## config.mk

```make
export PLATFORM = sky130hd
export DESIGN_NAME = uart_tx_scheduler_flat
export DESIGN_NICKNAME = d
export VERILOG_FILES = /design/src/rtl/uart_tx_scheduler_if.sv /design/src/rtl/uart_tx_scheduler.sv /design/src/flat_wrapper.sv
export SDC_FILE = /design/constraint.sdc
export NUM_CORES = 1
export LEC_CHECK = 0
export ABC_AREA = 1
export CAP_MARGIN = 20
export CORE_MARGIN = 2
export CORE_UTILIZATION = 45
export CTS_BUF_LIST = sky130_fd_sc_hd__clkbuf_8
export CTS_CLUSTER_DIAMETER = 50
export DETAILED_ROUTE_END_ITERATION = 10
export PLACE_DENSITY_LB_ADDON = 0.05
export SYNTH_ARGS = -nofsm -noshare
export SYNTH_HDL_FRONTEND = slang
export SYNTH_SLANG_ARGS = --single-unit
```

## constraint.sdc

```tcl
create_clock -name clk -period 2 [get_ports clk]
set_input_delay 0.2 -clock clk [delete_from_list [all_inputs] [get_ports clk]]
set_output_delay 0.2 -clock clk [all_outputs]
set_load 0.005 [all_outputs]
```

## src/rtl/uart_tx_scheduler_if.sv

```systemverilog
// rtl/uart_tx_scheduler_if.sv - requester byte streams and UART tx port bundle
interface uart_tx_scheduler_if #(
  parameter int NUM_REQ = 4
);
  logic [NUM_REQ-1:0]   req_valid;
  logic [8*NUM_REQ-1:0] req_data;
  logic [NUM_REQ-1:0]   req_last;
  logic [NUM_REQ-1:0]   req_ready;
  logic                 uart_tx_valid;
  logic [7:0]           uart_tx_data;
  logic                 uart_tx_ready;

  modport master (
    output req_valid, req_data, req_last, uart_tx_ready,
    input  req_ready, uart_tx_valid, uart_tx_data
  );

  modport slave (
    input  req_valid, req_data, req_last, uart_tx_ready,
    output req_ready, uart_tx_valid, uart_tx_data
  );
endinterface

```

## src/rtl/uart_tx_scheduler.sv

```systemverilog
// rtl/uart_tx_scheduler.sv - message-locked round-robin sharing of one UART transmitter
module uart_tx_scheduler #(
  parameter int NUM_REQ = 4,
  parameter int HDR_EN  = 1,
  parameter int TIMEOUT = 1024
) (
  input  logic               clk,
  input  logic               reset,
  uart_tx_scheduler_if.slave bus,
  output logic [3:0]         grant_id_o,
  output logic               busy_o,
  output logic               abort_o,
  output logic [3:0]         abort_id_o
);
  localparam int GW   = $clog2(NUM_REQ);
  localparam int WD_W = $clog2(TIMEOUT + 1);
  localparam logic [WD_W-1:0] WD_LAST  = WD_W'(TIMEOUT - 1);
  localparam logic [GW-1:0]   LAST_RST = GW'(NUM_REQ - 1);
  localparam logic [GW:0]     N_W      = (GW + 1)'(NUM_REQ);

  typedef enum logic [1:0] {ST_IDLE, ST_HDR, ST_DATA} state_e;

  state_e          state_q, state_d;
  logic [GW-1:0]   grant_q, grant_d;
  logic [GW-1:0]   last_q, last_d;
  logic [3:0]      abort_id_q, abort_id_d;
  logic [WD_W-1:0] wd_q, wd_d;

  logic [7:0]      req_byte [NUM_REQ];
  logic            sel_valid;
  logic            sel_last;
  logic [7:0]      sel_data;
  logic            sel_hs;
  logic            wd_expire;

  logic            win_found;
  logic [GW-1:0]   win_idx;
  logic [GW:0]     rr_start;
  logic [NUM_REQ-1:0] rr_rot;
  logic [GW:0]     rr_pos;
  logic [GW:0]     rr_sum;

  for (genvar gi = 0; gi < NUM_REQ; gi++) begin : g_bytes
    assign req_byte[gi] = bus.req_data[8*gi +: 8];
  end

  assign sel_valid = bus.req_valid[grant_q];
  assign sel_last  = bus.req_last[grant_q];
  assign sel_data  = req_byte[grant_q];
  assign sel_hs    = sel_valid & bus.uart_tx_ready;
  // Only an absent byte ages the watchdog, so UART backpressure can never abort.
  assign wd_expire = !sel_valid && (wd_q == WD_LAST);

  // Rotate so the slot after last_grant sits at bit 0, take the lowest set bit, rotate back.
  always_comb begin
    rr_start  = {1'b0, last_q} + 1'b1;
    rr_rot    = NUM_REQ'({bus.req_valid, bus.req_valid} >> rr_start);
    win_found = |bus.req_valid;
    rr_pos    = '0;
    for (int k = NUM_REQ - 1; k >= 0; k--) begin
      if (rr_rot[k]) rr_pos = (GW + 1)'(k);
    end
    rr_sum = rr_start + rr_pos;
    if (rr_sum >= N_W) rr_sum = rr_sum - N_W;
    win_idx = GW'(rr_sum);
  end

  always_ff @(posedge clk) begin
    if (reset) begin
      state_q    <= ST_IDLE;
      grant_q    <= '0;
      last_q     <= LAST_RST;
      abort_id_q <= '0;
      wd_q       <= '0;
    end else begin
      state_q    <= state_d;
      grant_q    <= grant_d;
      last_q     <= last_d;
      abort_id_q <= abort_id_d;
      wd_q       <= wd_d;
    end
  end

  always_comb begin
    state_d    = state_q;
    grant_d    = grant_q;
    last_d     = last_q;
    abort_id_d = abort_id_q;
    wd_d       = '0;
    case (state_q)
      ST_IDLE: begin
        if (win_found) begin
          grant_d = win_idx;
          last_d  = win_idx;
          state_d = (HDR_EN != 0) ? ST_HDR : ST_DATA;
        end
      end
      ST_HDR: begin
        if (bus.uart_tx_ready) state_d = ST_DATA;
      end
      ST_DATA: begin
        if (sel_hs) begin
          if (sel_last) state_d = ST_IDLE;
        end else if (wd_expire) begin
          state_d    = ST_IDLE;
          abort_id_d = 4'(grant_q);
        end else if (!sel_valid) begin
          wd_d = wd_q + 1'b1;
        end else begin
          wd_d = wd_q;
        end
      end
      default: state_d = ST_IDLE;
    endcase
  end

  always_comb begin
    bus.uart_tx_valid = 1'b0;
    bus.uart_tx_data  = 8'h00;
    bus.req_ready     = '0;
    abort_o           = 1'b0;
    case (state_q)
      ST_HDR: begin
        bus.uart_tx_valid = 1'b1;
        bus.uart_tx_data  = 8'h80 | 8'(grant_q);
      end
      ST_DATA: begin
        bus.uart_tx_valid      = sel_valid;
        bus.uart_tx_data       = sel_data;
        bus.req_ready[grant_q] = bus.uart_tx_ready;
        abort_o                = wd_expire;
      end
      default: ;
    endcase
  end

  assign busy_o     = (state_q != ST_IDLE);
  assign grant_id_o = 4'(grant_q);
  assign abort_id_o = abort_id_q;
endmodule
```

## src/flat_wrapper.sv

```systemverilog
// flat-port wrapper written by rule: the top's interface ports become plain ports
module uart_tx_scheduler_flat 
#(
  parameter int NUM_REQ = 4,
  parameter int HDR_EN  = 1,
  parameter int TIMEOUT = 1024
)
  (clk, reset, grant_id_o, busy_o, abort_o, abort_id_o, bus_req_valid, bus_req_data, bus_req_last, bus_uart_tx_ready, bus_req_ready, bus_uart_tx_valid, bus_uart_tx_data);
  uart_tx_scheduler_if #(.NUM_REQ(NUM_REQ)) bus_i ();
  input  logic clk;
  input  logic reset;
  output logic [3:0] grant_id_o;
  output logic busy_o;
  output logic abort_o;
  output logic [3:0] abort_id_o;
  input wire logic [$bits(bus_i.req_valid)-1:0] bus_req_valid;
  input wire logic [$bits(bus_i.req_data)-1:0] bus_req_data;
  input wire logic [$bits(bus_i.req_last)-1:0] bus_req_last;
  input wire logic [$bits(bus_i.uart_tx_ready)-1:0] bus_uart_tx_ready;
  output wire logic [$bits(bus_i.req_ready)-1:0] bus_req_ready;
  output wire logic [$bits(bus_i.uart_tx_valid)-1:0] bus_uart_tx_valid;
  output wire logic [$bits(bus_i.uart_tx_data)-1:0] bus_uart_tx_data;
  assign bus_i.req_valid = bus_req_valid;
  assign bus_i.req_data = bus_req_data;
  assign bus_i.req_last = bus_req_last;
  assign bus_i.uart_tx_ready = bus_uart_tx_ready;
  assign bus_req_ready = bus_i.req_ready;
  assign bus_uart_tx_valid = bus_i.uart_tx_valid;
  assign bus_uart_tx_data = bus_i.uart_tx_data;
  uart_tx_scheduler #(.NUM_REQ(NUM_REQ), .HDR_EN(HDR_EN), .TIMEOUT(TIMEOUT)) u_core (.clk(clk), .reset(reset), .bus(bus_i), .grant_id_o(grant_id_o), .busy_o(busy_o), .abort_o(abort_o), .abort_id_o(abort_id_o));
endmodule
```

==> results of run 1 <==
flip-flops by register name (all words and copies together), names as in the netlist:
signal and flops:
u_core.last_q 2, u_core.state_q 2, u_core.wd_q 11, u_core.grant_q 2, u_core.abort_id_o 2
cells by family after synthesis:
group	after synthesis	share of synthesized area
AO/OA/AOI/OAI	41	0.154
XOR/XNOR	5	0.0273
adder cells (fa/ha/maj)	5	0.0390
buffers and inverters	34	0.112
flip-flops	19	0.237
other	1	0.00234
AND/OR/NAND/NOR	139	0.428
critical path, cell delays in order, from the launching register on:
cell and delay (ns):
dfxtp_1 0.38, inv_2 0.09, ha_4 0.29, nand2_4 0.09
a31oi_1 0.16, clkdlybuf4s50_1 0.52
worst max-delay path by stage:
stage	end	slack, ns	cells past startpoint	startpoint
finish	bus_uart_tx_data[5]	0.01	5	u_core.state_q[0]$_SDFFE_PP0P_
global route	bus_uart_tx_data[5]	-0.06	5	u_core.state_q[1]$_SDFFE_PP0P_
CTS	bus_uart_tx_data[7]	-0.04	6	u_core.grant_q[0]$_SDFFE_PP0P_
detailed placement	u_core.grant_q[1]$_SDFFE_PP0P_	0.03	13	bus_req_valid[1]
global placement	bus_uart_tx_valid	-0.04	6	bus_req_valid[1]
floorplan	u_core.grant_q[0]$_SDFFE_PP0P_	0.40	9	u_core.last_q[1]$_SDFFE_PP1P_
routing by layer:
metal	wire length [um]	track usage	vias up
li1	-	-	964
met1	2140	0.305	825
met2	2170	0.416	50
met3	294	0.0661	4
met4	27	0.0408	0
met5	0	0	-
power breakdown:
part	internal [mW]	switching (mW)	total (mW)
clock	0.137	0.124	0.261
sequential	0.436	0.0673	0.503
combinational	0.720	0.789	1.51
cell usage in the layout, fill, tap and decap left out, types with 3 or more instances in the layout:
master / instances
o22ai_1: 3
a22oi_1: 5
dfxtp_2: 3
inv_1: 19
conb_1: 4
nor2_1: 23
a31oi_1: 5
clkbuf_8: 3
dlymetal6s2s_1: 6
a21oi_1: 15
dfxtp_1: 16
nand3_1: 32
clkdlybuf4s50_1: 51
nor3_1: 3
o21ai_0: 4
nand2_2: 8
buf_4: 17
dlygate4sd2_1: 4
xor2_1: 3
nand2_4: 3
nand2_1: 59
layout make-up:
class,count,area [um^2],share of cell area
clock inverters,1,3.75,0.00149
inverters,22,92.6,0.0369
flip-flops and latches,19,384,0.153
repair buffers,82,823,0.328
clock buffers,3,41.3,0.0164
well taps,46,57.6,0.0229
multi-input cells,194,1110,0.441
repair_timing:
action	4_1_cts	5_1_grt
pin swaps	1	1
gates resized for setup	20	12
setup endpoints to repair	10	8
cloned	1	0
hold buffers	0	0
buffers inserted	1	3
through the flow:
stage	util	cells	cell area (um^2)
2_1_floorplan	-	247	1620
3_3_place_gp	0.685	358	2320
3_5_place_dp	0.685	358	2320
4_1_cts	0.724	364	2450
5_1_grt	0.741	367	2510
6_report	0.741	367	2510
==> flow_metrics.py, run 1 <==
metrics = {
    "worst_setup_path": {
        "worst_setup_path_end_kind": "primary output",
        "reg2reg_from": "u_core.grant_q[1]$_SDFFE_PP0P_",
        "crit_type": "register to primary output",
        "rr_endpoint": "u_core.wd_q[9]$_SDFFE_PP0N_",
        "rrSetupSlack_ns": 0.15,
        "critPathArrivalTime_ns": 1.79,
        "start_kind": "register",
        "rr_worst_depth": 11,
        "cp.required_ns": 1.80,
        "worstPathMaxFanout": 8,
    },
    "synthesis": {
        "synth_top_cell_by_area": "dfxtp_1",
        "synth_edf_count": 0,
        "synthTopCellsByArea": "dfxtp_1, nand2_1, nand3_1",
        "synth_area_mm2": 0.00160,
        "ys_types": 35,
        "yosys-top-cells-count": "nand2_1, nand3_1, nor2_1",
        "synth.yosys.seq_area_share": 0.237,
        "synth_most_common_cell": "nand2_1",
        "yosys_most_used_dff": "dfxtp_1",
        "postSynthCellCount": 244,
        "ys_async_sr_fraction": 0,
        "netlist.area_leader.share": 0.237,
        "avgSynthCellArea_um2": 6.57,
        "ys_ff_latch": 19,
        "ys_warn_count": 0,
    },
    "clock_network": {
        "cts_htree_levels": 1,
        "path_clk_slew_ns": 0.07,
        "clock_latency_ns": 0.26,
        "cts_root_buf": "clkbuf_8",
        "clock_sinks": 19,
        "cts_buffer_depth": 2,
        "numCtsBuffers": 3,
        "cts_tree": "yes",
    },
    "timing": {
        "grt_setup_unrepaired": "yes",
        "skew_ns": 0.00599,
        "period_share": 0.993,
        "min_period_ns": 1.99,
        "hold_ws_ns": 0.460,
        "maxSlewViolCount": 0,
        "fmax_mhz": 503,
        "tns_ns": 0,
        "setup_violations": 0,
        "finalHoldViolations": 0,
        "setup_ws_ns": 0.0139,
    },
    "cells_and_area": {
        "antenna_cells": 0,
        "drive_above_1_share": 0.184,
        "num-nets-final": 370,
        "area_growth_pct": 56.6,
        "n_fill_cell": 277,
    },
    "drt": {
        "vias": 1843,
        "dr.first_iter.drc_count": 94,
        "ant_nets": 0,
        "wire_per_inst_um": 12.6,
        "vias_per_cell": 5.02,
        "totalWireLength_um": 4640,
        "drc_errors": 0,
        "firstDrtPassIters": 4,
    },
    "min_path": {
        "hold_depth": 2,
        "hp-class": "register to register",
        "hold_path_end": "u_core.wd_q[10]$_SDFFE_PP0N_",
        "min_from": "u_core.wd_q[10]$_SDFFE_PP0N_",
    },
    "floorplan": {
        "core_area_mm2": 0.00339,
        "die_width_um": 63.7,
        "start_util": 0.473,
        "rows": 21,
        "pin_count": 66,
        "dieArea_mm2": 0.00406,
        "fp.dieH_um": 63.7,
    },
    "global_route": {
        "grt_max_degree": 13,
        "grt-ovfl-total": 0,
        "grt_pass1_wl_um": 7820,
        "track_usage": 0.242,
        "antenna_found_initial": 0,
        "grt_pass1_vias": 1741,
    },
    "pwr": {
        "power.total_mw": 2.27,
        "power_density_mw_per_mm2": 905,
        "ir_drop_uv": 567,
        "leakage_nw": 1.16,
    },
    "placed_design": {
        "dp_hpwl_um": 3470,
        "globalplace.congestion": 0.818,
        "post-place-ws_ns": 0.0280,
        "port_buffers": 61,
    },
    "flow_run": {
        "cap_violations": 0,
    },
    "run_status": {
        "outcome": "completed",
    },
}
(Power assumes the default switching activity.)
==> inputs of run 2 (changes only) <==
--- a/config.mk
+++ b/config.mk
@@ -13,6 +13,7 @@
 export CTS_CLUSTER_DIAMETER = 50
 export DETAILED_ROUTE_END_ITERATION = 10
 export PLACE_DENSITY_LB_ADDON = 0.05
+export SLEW_MARGIN = 20
 export SYNTH_ARGS = -nofsm -noshare
 export SYNTH_HDL_FRONTEND = slang
 export SYNTH_SLANG_ARGS = --single-unit
==> results of run 2 <==
No change in the layout: final DEF, timing and power equal those of run 1.
==> inputs of run 3 (changes only) <==
--- a/config.mk
+++ b/config.mk
@@ -6,14 +6,13 @@
 export NUM_CORES = 1
 export LEC_CHECK = 0
 export ABC_AREA = 1
-export CAP_MARGIN = 20
+export CAP_MARGIN = 15
 export CORE_MARGIN = 2
 export CORE_UTILIZATION = 45
 export CTS_BUF_LIST = sky130_fd_sc_hd__clkbuf_8
 export CTS_CLUSTER_DIAMETER = 50
 export DETAILED_ROUTE_END_ITERATION = 10
 export PLACE_DENSITY_LB_ADDON = 0.05
-export SLEW_MARGIN = 20
 export SYNTH_ARGS = -nofsm -noshare
 export SYNTH_HDL_FRONTEND = slang
 export SYNTH_SLANG_ARGS = --single-unit
==> results of run 3 <==
No change in the layout: final DEF, timing and power equal those of run 1.
